### src/rtl/count_uart_tx.sv
// rtl/count_uart_tx.sv - 8N1 UART transmitter for counter bytes, sent raw or as ASCII hex + CR LF
module count_uart_tx #(
  parameter int CLKS_PER_BIT = 16,
  parameter bit HEX_MODE     = 1'b1
) (
  input  logic       clk,
  input  logic       rst_n,
  input  logic       ena,
  input  logic [7:0] data_in,
  input  logic       data_valid,
  output logic       data_ready,
  output logic       tx,
  output logic       busy
);

  localparam int              BW        = $clog2(CLKS_PER_BIT);
  localparam logic [BW-1:0]   BAUD_LAST = BW'(CLKS_PER_BIT - 1);
  localparam logic [1:0]      LAST_CHAR = HEX_MODE ? 2'd3 : 2'd0;

  localparam logic [1:0] S_IDLE  = 2'd0;
  localparam logic [1:0] S_START = 2'd1;
  localparam logic [1:0] S_DATA  = 2'd2;
  localparam logic [1:0] S_STOP  = 2'd3;

  logic [1:0]    state;
  logic [BW-1:0] baud_cnt;
  logic [2:0]    bit_idx;
  logic [2:0]    next_bit;
  logic [1:0]    char_idx;
  logic [7:0]    hold;
  logic [7:0]    cur_char;
  logic          tx_q;
  logic          baud_wrap;

  function automatic logic [7:0] hex_ascii(input logic [3:0] n);
    return (n < 4'd10) ? (8'h30 + {4'h0, n}) : (8'h37 + {4'h0, n});
  endfunction

  // Character currently on the wire: the held byte itself, or one of hi/lo/CR/LF.
  always_comb begin
    cur_char = hold;
    if (HEX_MODE) begin
      case (char_idx)
        2'd0:    cur_char = hex_ascii(hold[7:4]);
        2'd1:    cur_char = hex_ascii(hold[3:0]);
        2'd2:    cur_char = 8'h0D;
        default: cur_char = 8'h0A;
      endcase
    end
  end

  assign baud_wrap  = (baud_cnt == BAUD_LAST);
  assign next_bit   = bit_idx + 3'd1;
  assign data_ready = (state == S_IDLE);
  assign busy       = (state != S_IDLE);
  assign tx         = tx_q;

  always_ff @(posedge clk or negedge rst_n) begin
    if (!rst_n) begin
      state    <= S_IDLE;
      baud_cnt <= '0;
      bit_idx  <= 3'd0;
      char_idx <= 2'd0;
      hold     <= 8'h00;
      tx_q     <= 1'b1;
    end else if (ena) begin
      if (state != S_IDLE) begin
        baud_cnt <= baud_wrap ? '0 : baud_cnt + 1'b1;
      end
      case (state)
        S_IDLE: begin
          if (data_valid) begin
            hold     <= data_in;
            char_idx <= 2'd0;
            bit_idx  <= 3'd0;
            baud_cnt <= '0;
            tx_q     <= 1'b0;
            state    <= S_START;
          end
        end
        S_START: begin
          if (baud_wrap) begin
            bit_idx <= 3'd0;
            tx_q    <= cur_char[0];
            state   <= S_DATA;
          end
        end
        S_DATA: begin
          if (baud_wrap) begin
            if (bit_idx == 3'd7) begin
              tx_q  <= 1'b1;
              state <= S_STOP;
            end else begin
              bit_idx <= next_bit;
              tx_q    <= cur_char[next_bit];
            end
          end
        end
        default: begin
          // Next frame starts straight out of the stop bit, so hex frames are gapless.
          if (baud_wrap) begin
            bit_idx <= 3'd0;
            if (char_idx != LAST_CHAR) begin
              char_idx <= char_idx + 2'd1;
              tx_q     <= 1'b0;
              state    <= S_START;
            end else begin
              tx_q  <= 1'b1;
              state <= S_IDLE;
            end
          end
        end
      endcase
    end
  end

endmodule

### config.mk
export PLATFORM = sky130hd
export DESIGN_NAME = count_uart_tx
export DESIGN_NICKNAME = d
export VERILOG_FILES = /design/src/rtl/count_uart_tx.sv
export SDC_FILE = /design/constraint.sdc
export NUM_CORES = 1
export LEC_CHECK = 0
export BUFFER_PORTS_ARGS = -buffer_cell sky130_fd_sc_hd__buf_2
export CORE_MARGIN = 2
export CORE_UTILIZATION = 50
export DETAILED_ROUTE_END_ITERATION = 16
export PLACE_DENSITY = 0.79
export SYNTH_ARGS = -nofsm -noshare
export SYNTH_HDL_FRONTEND = slang
export SYNTH_SLANG_ARGS = --single-unit
### constraint.sdc
create_clock -name clk -period 5.6 [get_ports clk]
set_clock_uncertainty 0.15 [all_clocks]
set_input_delay 0.56 -clock clk [delete_from_list [all_inputs] [get_ports clk]]
set_output_delay 0.56 -clock clk [all_outputs]
set_load 0.01 [all_outputs]
======== Word-level counts from Yosys, hierarchy flattened ========
Index checks and enable logic that the tools add are counted.
word-level totals
  flip-flop bits (word level) ............. 20
  bits in latches ......................... 0
  bits in writable memories ............... 0
  bits in read-only memories .............. 0
  input port bits ......................... 12
  output and inout bits ................... 3
  word-level logic and storage cells ...... 72
  memories kept ........................... 0
cells by class
  add/subtract/negate cells ............... 7
  $mul .................................... 0
  div/mod/pow operators ................... 0
  order comparisons ....................... 3
  equal/unequal tests ..................... 12
  shift operators ......................... 0
  mux-type cells .......................... 32
  bitwise logic cells ..................... 1
  reductions and logical operators ........ 11
operators with widths
  cell                                                         count
  adder 6 x 4 -> 7 bit (first input constant)                  4
  case mux 7 bit (3 select lines)                              1
  2-to-1 mux 2 bit                                             8
  2-to-1 mux 4 bit                                             4
  AND reduction 5 bit                                          3
  2-to-1 mux 7 bit                                             2
  2-to-1 mux 3 bit                                             4
  != test 2 bit (second input constant)                        6
  less-than comparator 4 bit (second input constant)           2
  2-to-1 mux 1 bit                                             8
  case mux 2 bit (3 select lines)                              1
  case mux 3 bit (2 select lines)                              1
  AND reduction 6 bit                                          1
  nonzero test 2 bit                                           3
  adder 4 x 1 -> 4 bit (second input constant)                 1
  == test 2 x 1 -> 1 bit (second input constant)               2
  == test 2 bit (second input constant)                        2
  == test 4 bit (second input constant)                        1
  logical NOT 2 bit                                            2
  less-than comparator 3 x 4 -> 1 bit (second input constant)  1
  case mux 2 bit (2 select lines)                              1
  adder 3 x 1 -> 3 bit (second input constant)                 1
  binary-select mux 1 bit (select 3 bit)                       1
  == test 3 bit (second input constant)                        1
  other kinds (5)                                              5

======== Depth between registers and ports, before layout ========
Gate-level depths: netlist (run 1).
  word-level depth ........................ 8
  depth in mapped cells ................... 8
  depth with buffers taken out ............ 7

======== Least setup slack after synthesis (run 1) ========
No wires, ideal clock.
  kind .................................... reg-to-reg
  start point ............................. register state[0]
  end point ............................... register tx_q (netlist: tx)
  library setup time ...................... 0.090 ns
  arrival ................................. 1.982 ns
  required time ........................... 5.360 ns
  slack ................................... 3.378 ns
  stages on the path, launching flop included .. 9
  path buffers ............................ 1
  clock period less this slack ............ 2.222 ns
  cells stage by stage .................... dfrtp_1 inv_1 ha_1 buf_6 or3b_1 a221oi_2 mux2_1 o41ai_1 o21ai_1
on the way
  word-level cells in the longest chain between the ends .. 3
  elaborated cells on any way between the ends .. 9
  those cells by class .................... eq/ne (5); mux (1); reduce/logical (3)
RTL lines
  what                                                                         RTL line  source
  from (decl)                                                                  25        logic [1:0] state;
  from (signal assigned)                                                       60        state <= S_IDLE;
  from (signal assigned)                                                       78        state <= S_START;
  from (signal assigned)                                                       85        state <= S_DATA;
  logical NOT 2 bit (*)                                                        --
  via data_ready                                                               11        output logic data_ready,
  != test 2 bit (no source line) / nonzero test 2 bit (equally long branches)  --
  AND reduction 5 bit (no source line)                                         --
  to (signal assigned)                                                         84        tx_q <= cur_char[0];
  to (signal assigned)                                                         95        tx_q <= cur_char[next_bit];
  to (decl)                                                                    32        logic tx_q;
Mark *: on every way through the listed nets, which the timed path passes. The rest lies on a longest branch.
A chain may end at the register's enable or synchronous reset.

======== Worst setup path in the final report (run 1) ========
  start point ............................. register state[0]
  end point ............................... register tx_q (netlist: tx)
on the way
  word-level cells in the longest chain between the ends .. 3
  elaborated cells on any way between the ends .. 9
  those cells by class .................... eq/ne (5); mux (1); reduce/logical (3)
RTL lines
  what                                                                         RTL line  source
  == test 2 x 1 -> 1 bit, or another cell as far along                         70        case (state)
  != test 2 bit (no source line) / nonzero test 2 bit (equally long branches)  --
  AND reduction 5 bit (no source line)                                         --
Parallel ways exist; a longest one is shown, timed or not.

==> impl_summary.md, run 1 <==
Place
During placement, the flow inserted port buffers numbering 14. The post-detailed-placement half-perimeter wirelength is 2258 um. Routability-driven placement finished with a final weighted congestion of 0.8221. Summing all placed instances gives a cell area of 0.001533 mm^2.

Pwr
The total leakage power is 0.7143 nW. The power density over the cells is 538.4 mW/mm^2. The largest voltage drop on the vdd net is 0.2963 mV.

Critical path
The classification of the worst setup path is reg -> reg. The arrival time at the worst endpoint is 2490 ps. The worst setup path is captured at a register. STA puts the critical path data required time at 5680 ps. The startpoint class of the critical path is a register. The largest fanout on the critical path is 11.

Layout
The filler cells instantiated in the layout total 246. Summing all multi-input logic gate instances after layout gives 858.3 um^2. The final standard cell utilization of the core is 0.5653. The synthesis-to-layout area growth is 6.678%. The footprint of the flip-flops and latches is 501.7 um^2. The antenna diode count is 0. In the final layout, the share of cells above drive strength 1 is 0.2000.

For this run, the post-layout net count is 191. The finished layout cell area is 0.001559 mm^2.

Clocking
The number of sinks handled by clock tree synthesis is 20. The number of resized instances in the post-cts repair step is 0. The post-CTS repair timing setup buffer count is 0. The number of clock buffers added by TritonCTS is 3. In this run the number of H-tree levels came out at 1.

The clock slew at the register clock pins of the worst setup and hold paths is 110 ps. The maximum number of buffers from clock root to sink is 2. The cell at the root of the clock tree is clkbuf_4. Clock latency on the worst-skew pair, taken at its later pin, is 300 ps.

The CTS tree is done. Buffers inserted to repair hold after CTS numbered 0.

Yosys
The area share of the largest cell type after synthesis is 0.3253. The most common cell in the synthesized netlist is dfrtp_1. Among all flip-flop cells after synthesis, the most frequent one is dfrtp_1. The yosys synthesis warning count is 0.

The share of the Yosys chip area taken by registers is 0.3433. Synthesis inferred 20 register bits. The number of nets in the synthesized netlist is 176.

The share of flip-flops with an asynchronous set or reset is 1.000. After synthesis, the netlist uses 42 different library cells. By count the netlist is led by 19 x dfrtp_1, 17 x inv_1, 14 x nand2_1.

The number of enable flip-flop cells after synthesis is 0. Of all cell types, the one taking the most synthesized area is dfrtp_1. The gate count after technology mapping is 151.

The synthesized netlist occupies a cell area of 0.001461 mm^2. The synthesized area divided by synthesized cell count is 9.678 um^2. In the post-synthesis netlist, the biggest area contributors are dfrtp_1 33%, ha_1 11%, mux2_2 8.5%, inv_1 4.4%, nand2_1 3.6%.

Worst hold path
The type of the tightest min-delay check is in -> async.

Die
The die outline height is 58.06 um. The core area is 0.002758 mm^2. The number of top-level pins is 15. The die covers 0.003371 mm^2. The effective utilization at floorplan is 0.5299. Row generation in the floorplan step produced 19 rows.

The die is 58.06 um wide.

STA
The final setup TNS is 0 ps. The highest attainable clock frequency is 414.8 MHz. Setup repair after global routing left no endpoint under its margin. The slew at the pin closest to its max-slew limit is 616.5 ps. Setup violations remaining at the end of the flow were counted as 0. Headroom to the max-slew limit came out at 0.5865. The time the final worst path needs with I/O delays and setup is 2411 ps. The final count of hold timing violations is 0. The total count of max-transition violations in the final report came to 0.

The fraction of the cycle the final worst path needs is 0.4305. Across all hold checks on the routed design, the worst slack comes to 36.94 ps.

Global route
The via count of the first global-routing pass was 1146. The initial antenna violation count is 0. The global router's overall resource usage is 0.1887. Summed over all layers, the global routing overflow is 0. The met2 usage in global routing is 0.3506.

The fraction of met3 tracks used by global routing is 0.01339. Entering global routing, the biggest net connects 21 pins. The met1 usage is 0.2218. The most crowded layer after global routing is met2. The first-pass GRT wire length is 4919 um.

Route
The via total after detailed routing is 1193. After detailed routing, the average wire length per cell comes to 14.95 um. The pre-antenna-repair detailed-routing pass consisted of 4 iterations. In this run, the number of DRC markers left after iteration 0 of detailed routing was 40. The post-detailed-routing wire length is 2930 um.

Once detail routing completed, the nets flagged for antenna violations numbered 0. The vias per cell is 6.087. The DRC violations left is 0.

Run status
The flow ran to the end, and the final reports show no timing, DRC or antenna violations.

Run
Across the run, the number of max-cap violations was 0.
## final cells by class
type / instances / share of cell area
inverter: 17 / 0.04093
multi-input combinational: 110 / 0.5506
clock buffer: 4 / 0.01685
sequential: 20 / 0.3218
timing repair buffer: 14 / 0.04494
tap: 31 / 0.02488
## critical path: stages, from the launching register on
cell	delay, ps
dfrtp_1	430
inv_1	100
ha_1	350
or3b_1	400
a221oi_2	320
o21ai_1	130
o41ai_1	340
o21ai_1	110
## worst paths after layout
| kind | startpoint | to | slack, ps | depth (start not counted) |
|---|---|---|---|---|
| max in group asynchronous | rst_n | tx | 4920 | 1 |
| worst min-delay path | rst_n | char_idx[0] | 40 | 1 |
| worst min register to register | baud_cnt[1] | baud_cnt[1] | 390 | 1 |
| worst max-delay path | state[0] | tx | 3190 | 7 |
| worst max register to register | state[0] | tx | 3190 | 7 |
| min in group clk | data_in[1] | hold[1] | 330 | 2 |
## stage by stage
step	setup slack [ps]	cells	total power, mW
after floorplan	3378	151	0.6643
after global routing	2980	196	0.9123
after detailed placement	3234	192	0.7655
after global placement	3344	192	0.7342
after CTS	3209	196	0.8415
final	3189	196	0.8393
## where the power goes
part           switching (mW)  total, mW  internal (mW)
combinational           0.245      0.462          0.217
clock                  0.0439     0.0717         0.0278
sequential             0.0888      0.305          0.216
## metal layers
metal,part of all wire,vias up
met5,0,-
met4,0.017,0
met3,0.024,6
met2,0.52,20
met1,0.44,584
li1,-,583
## cell families after synthesis
kind of cell,synth area share
simple gates,0.1644
mux,0.1130
fa+ha+maj,0.1113
buf+inv,0.06934
compound gates,0.1986
flops,0.3433
## registers in the layout (all words and copies together), names as in the netlist
name and flops:
baud_cnt 4, tx 1, bit_idx 3, state 2, char_idx 2, hold 8
## cells in the final DEF, fill, tap and decap left out, types with 2 or more instances in the layout
cell type / n
dfrtp_1: 19
inv_1: 17
nand2_1: 14
buf_2: 14
ha_1: 13
mux2_2: 11
o21ai_0: 9
nand3_1: 8
nor2_1: 5
o21ai_1: 3
mux2i_1: 3
o21a_1: 3
nand2b_1: 3
a311oi_1: 3
clkbuf_4: 3
nand4b_1: 2
a211oi_1: 2
a21oi_1: 2
a31oi_1: 2
nor2b_1: 2
o2111a_1: 2
nor4b_1: 2
o311a_2: 2
a21o_1: 2
Power figures use the tool's default switching activity.
==> run 2: changes to the inputs <==
Clock period 5.6 ns to 2.3 ns, I/O delays scaled along.
==> run 2 against run 1 <==
Compared with the run above:
- register-to-register slack worse by 3100 ps
- worst hold slack worse by 28 ps
- wire length up 4.5%
- highest routed layer unchanged
==> impl_summary.md, run 2 (same netlist as run 1, synthesis figures left out) <==
Layout
In the final layout, the registers with the most flip-flops are hold (8), baud_cnt (4), bit_idx (3). The number of flip-flops under the largest register name is 8. In the final layout, the share of cells above drive strength 1 is 0.2114. The total number of nets in the final design is 201. The synthesis-to-layout area growth is 14.56%. The most common cell after layout, fill and taps aside is dfrtp_1. The antenna diode count is 0. Leaving out fill and tap cells, the most frequent cells in the layout are 19 x dfrtp_1, 17 x inv_1, 14 x nand2_1, 14 x buf_2, 13 x ha_1. The register with the most flip-flops is hold.

Clocking
The maximum number of buffers from clock root to sink is 2. The number of levels the H-tree was split into is 1. The clock slew at the register clock pins of the worst setup and hold paths is 120 ps. The clock net in this run drives a total of 20 sinks. The later-pin clock latency in the skew report is 310 ps. The number of buffers created by CTS is 3. The CTS tree is done. The cell at the root of the clock tree is clkbuf_4.

Die
During I/O placement, the number of pins put on the boundary was 15. For this configuration, the core starts out at a cell density of 0.5299. The floorplan step defined a die boundary enclosing 0.003371 mm^2. The floorplan step set the die height to 58.06 um.

The floorplan has 19 rows. The core region is 0.002758 mm^2. The die boundary width is 58.06 um.

Critical path
At the worst endpoint, the required time is 2390 ps. STA classifies the critical path startpoint as a register. Of all nets on the critical path, the largest fanout is 4. Among cell families on the critical path, the largest total delay comes from simple AND/OR/NAND/NOR gates. The critical path goes through inv_1, ha_1, or3b_1, a221oi_4, mux2_1, nand3b_1, o21ai_1. The kind of end point of the critical path is a register. The biggest cell delay along the critical path is 430 ps.

Together, buffers and inverters on the worst path number 1. For the worst setup path, the data arrival time is 2280 ps. The critical path is of the reg -> reg type.

The slowest stage of the critical path belongs to the cell or3b_1.

STA
The total setup violations reported at the end of the flow is 0. The final count of hold timing violations is 0. Dividing the final minimum period by the clock period gives 0.9509. The highest attainable clock frequency is 457.2 MHz. For the pin with the worst max-slew slack, the measured transition is 479.8 ps. The setup slack of the critical path after layout is 113.0 ps. The final setup TNS is 0 ps.

The time the final worst path needs with I/O delays and setup is 2187 ps. Setup repair after global routing left no endpoint under its margin. The total count of max-transition violations in the final report is 0.

The relative max-transition margin is 0.6792.

Place
At the end of routability-driven placement, the weighted congestion stood at 0.8292. Once detailed placement completed, the half-perimeter wirelength came to 2337 um. Timing analysis after detailed placement gives a worst setup slack of 130.1 ps. During placement, the flow inserted port buffers numbering 14.

Run
The total of max-cap violations is 0.

Route
Dividing the detail-routed wire length by the instance count gives 14.87 um. Wires add up to 3063 um. The DRC violations left is 0. The iteration count of the initial detailed-routing pass is 4. The vias per cell is 6.141. The via total after detailed routing is 1265.

The number of nets with antenna violations after detailed routing is 0. The iteration-0 DRC count of the detailed router is 70.

Pwr
The power density over the cells is 1281 mW/mm^2. The total leakage power is 0.7698 nW. The largest voltage drop on the vdd net is 0.7632 mV.

Global route
The first global-routing pass estimated 5347 um of wire. The via count of the first global-routing pass is 1239. The initial antenna violation count is 0. The global router's overall resource usage is 0.2058.

The pin count of the biggest net entering global routing is 21. The total congestion overflow is 0.

Worst hold path
The type of the tightest min-delay check is in -> reg.

Run status
The run finished with clean final reports.
-- run 2: worst reg2reg max path, stage by stage, from the launching register on --
cell	delay, ps
dfrtp_1	410
inv_1	80
ha_1	210
or3b_1	430
a221oi_4	280
mux2_1	390
nand3b_1	110
o21ai_1	70
-- run 2: path summary, 6_finish.rpt --
| check | startpoint | endpoint | slack, ps | cells after the start |
|---|---|---|---|---|
| setup / recovery | state[0] | tx | 110 | 7 |
| hold / removal | data_in[2] | hold[2] | 9 | 2 |
| setup reg to reg | state[0] | tx | 110 | 7 |
| hold reg to reg | baud_cnt[0] | baud_cnt[0] | 390 | 1 |
| max in group asynchronous | rst_n | tx | 1420 | 2 |
| min in group asynchronous | rst_n | char_idx[0] | 240 | 2 |
-- run 2: what timing repair did --
action,4_1_cts,5_1_grt
hold buffers,7,0
hold endpoints to repair,25,0
gates resized for setup,0,3
setup endpoints to repair,0,4
buffers inserted,0,0
-- run 2: metal layers --
layer	up-vias	global-route usage	routed length, um
li1	603	-	-
met2	46	0.3750	1586
met5	-	0	0
met3	5	0.02455	143
met1	611	0.2369	1281
met4	0	0.09967	52
-- run 2: final cells by class --
type,count,area (um^2)
flip-flops and latches,20,501.7
well taps,31,38.79
fillers,221,1084
repair buffers,24,162.7
inverters,17,63.81
multi-input cells,110,870.8
clock buffers,4,36.28
-- run 2: metrics by stage --
stage	hold WS [ps]	total power [mW]	utilization	instance area, um^2	std cells
after floorplan	-215.6	1.617	-	1461	151
after global placement	46.38	1.816	0.5640	1555	195
after detailed placement	61.28	1.897	0.5640	1555	195
after CTS	4.207	2.127	0.6025	1662	206
after global routing	7.837	2.349	0.6071	1674	206
final	9.099	2.145	0.6071	1674	206
-- run 2: power breakdown --
group          leakage [nW]  total (mW)  switching (mW)  internal, mW
Sequential            0.244       0.738           0.212         0.526
Clock                0.0210       0.212           0.116        0.0967
Combinational         0.505        1.19           0.624         0.570
Total                 0.770        2.14           0.951          1.19
==> run 3: changes to the inputs <==
Settings changed: CAP_MARGIN set to 20, CELL_PAD_IN_SITES_DETAIL_PLACEMENT set to 1, CELL_PAD_IN_SITES_GLOBAL_PLACEMENT set to 2, CORE_UTILIZATION 50 to 37, PLACE_DENSITY 0.79 to 0.89.
==> run 3 against run 2 <==
Compared with the run above:
- largest cell class unchanged
- flip-flop and latch count unchanged
- setup slack worse by 57 ps
- first-iteration DRC count down 37%
- highest routed layer unchanged
- largest power group unchanged
- worst hold slack better by 39 ps
==> impl_summary.md, run 3 (same netlist as run 1, synthesis figures left out) <==
STA
The slew at the pin closest to its max-slew limit is 489.9 ps. In the finished design, the share of the clock period the worst path needs comes to 0.9758. The final count of hold timing violations is 0. The time the final worst path needs with I/O delays and setup is 2244 ps.

The final setup TNS is 0 ps. The highest attainable clock frequency is 445.6 MHz. The total setup violations reported at the end of the flow is 0. The total count of max-transition violations in the final report came to 0. Measured against its own limit, the worst slew margin works out to 0.6725.

Layout
Leaving out fill and tap cells, the most frequent cells in the layout are 19 x dfrtp_1, 17 x inv_1, 14 x nand2_1, 14 x buf_2, 13 x ha_1. The library cell used most frequently in the layout, excluding fill and tap cells, is dfrtp_1. Counting the fill cells in the layout gives 448.

The largest registers in the layout are hold (8), baud_cnt (4), bit_idx (3). The final standard cell utilization of the core is 0.4481. The share of layout cells above drive strength 1 is 0.2353.

The register with the most flip-flops in the final layout is hold. The synthesis-to-layout area growth is 13.96%. The register with the most flip-flops in the layout has 8 of them.

The finished layout cell area is 0.001665 mm^2. The total number of nets in the final design is 196. For this run, the number of standard cells in the final layout without fillers is 218.

0 antenna diodes ended up in the layout.

Clocking
The later-pin clock latency in the skew report is 260 ps. In this run the number of H-tree levels came out at 1. Counting every sink on the clock net gives 20. The clock slew at the register clock pins of the worst setup and hold paths is 80 ps. The cell at the root of the clock tree is clkbuf_8.

The number of setup buffers added after CTS is 0. The number of buffers created by CTS is 3. The clock passes through at most 2 buffers. TritonCTS built the clock tree.

Run
The tool flagged a number of max-cap violations equal to 0.

Die
The die boundary width is 66.85 um. The floorplan has 22 rows. During I/O placement, the number of pins put on the boundary was 15. The floorplan step set the die height to 66.85 um. The initial utilization of the core area, before any placement, comes to 0.3933. The die area is 0.004468 mm^2. The core area is 0.003716 mm^2.

Run status
The flow ran to the end, and the final reports show no timing, DRC or antenna violations.

Critical path
STA classifies the critical path endpoint as a register. The arrival time at the worst endpoint is 2270 ps. The startpoint class of the critical path is a register.

The classification of the worst setup path is reg -> reg. Of all nets on the critical path, the largest fanout is 4. The data required time of the worst path is 2320 ps.

Place
The number of port buffers is 14. The placed instances occupy a cell area of 0.001584 mm^2. Routability-driven placement finished with a final weighted congestion of 0.8530.

Detailed placement ended at an HPWL of 2735 um. After detailed placement, the design holds a cell count of 213.

Route
The iteration-0 DRC count of the detailed router is 44. The post-detailed-routing wire length is 3541 um. The number of nets with antenna violations after detailed routing is 0. In the routed layout, each cell is associated on average with a via count of 5.541. The iteration count of the initial detailed-routing pass is 4. After detailed routing, the average wire length per cell comes to 16.24 um. The DRC violations left is 0.

The via total after detailed routing is 1208.

Worst hold path
In this run the worst hold path is classified as in -> reg.

Global route
The first global-routing pass estimated 6141 um of wire. The global router's overall resource usage is 0.1811. The via count of the first global-routing pass was 1301. Global routing finished with a remaining overflow of 0. The pin count of the biggest net entering global routing is 21.

The initial antenna violation count is 0.

Pwr
The design draws 2.242 mW. Summed over all cells, the static leakage comes to 0.7561 nW. The power density over the cells is 1346 mW/mm^2.

The largest voltage drop on the vdd net is 0.5786 mV.
==> run 3: metal layers <==
metal | share of wire | routed length [um] | track usage | vias to the layer above
met5 | 0 | 0 | 0 | -
met4 | 0.0093 | 33 | 0.03571 | 0
met3 | 0.024 | 84 | 0.03378 | 4
met2 | 0.52 | 1841 | 0.3300 | 17
met1 | 0.45 | 1582 | 0.2212 | 595
li1 | - | - | - | 592
==> run 3: power by group <==
group | switching (mW) | internal, mW | total [mW]
logic | 0.662 | 0.583 | 1.24
clock network | 0.120 | 0.123 | 0.243
registers | 0.228 | 0.527 | 0.755
total | 1.01 | 1.23 | 2.24
==> run 3: worst max-delay path, stage by stage, from the launching register on <==
cell and delay (ps):
dfrtp_1 410, inv_1 90, ha_1 210, or3b_1 430
a221oi_4 310, mux2_2 400, o41ai_2 60, o21ai_1 110
==> run 3: final timing paths <==
path / slack (ps) / end / depth (start not counted) / start
max in group asynchronous: 1340 / tx / 2 / rst_n
min in group asynchronous: 300 / hold[4] / 2 / rst_n
max reg2reg: 60 / tx / 7 / state[0]
max: 60 / tx / 7 / state[0]
min reg2reg: 400 / bit_idx[1] / 2 / bit_idx[1]
min: 50 / hold[0] / 2 / data_in[0]
==> run 3: what timing repair did <==
action,4_1_cts,5_1_grt
endpoints found under the setup margin,0,1
resized for setup,0,5
hold buffers,1,0
hold endpoints to repair,19,0
==> run 3: final cells by class <==
type,count,area [um^2],share of cell area
multi-input combinational,110,884.6,0.5312
inverter,17,63.81,0.03832
clock buffer,4,45.04,0.02705
tap,48,60.06,0.03606
timing repair buffer,19,110.1,0.06612
sequential,20,501.7,0.3013
==> run 3: per-stage QoR <==
stage	hold slack, ps	worst slack [ps]
after floorplan	-215.6	78.24
after global placement	59.00	197.2
after detailed placement	73.09	80.59
after CTS	40.89	5.404
after global routing	38.01	-32.52
final	48.10	55.68
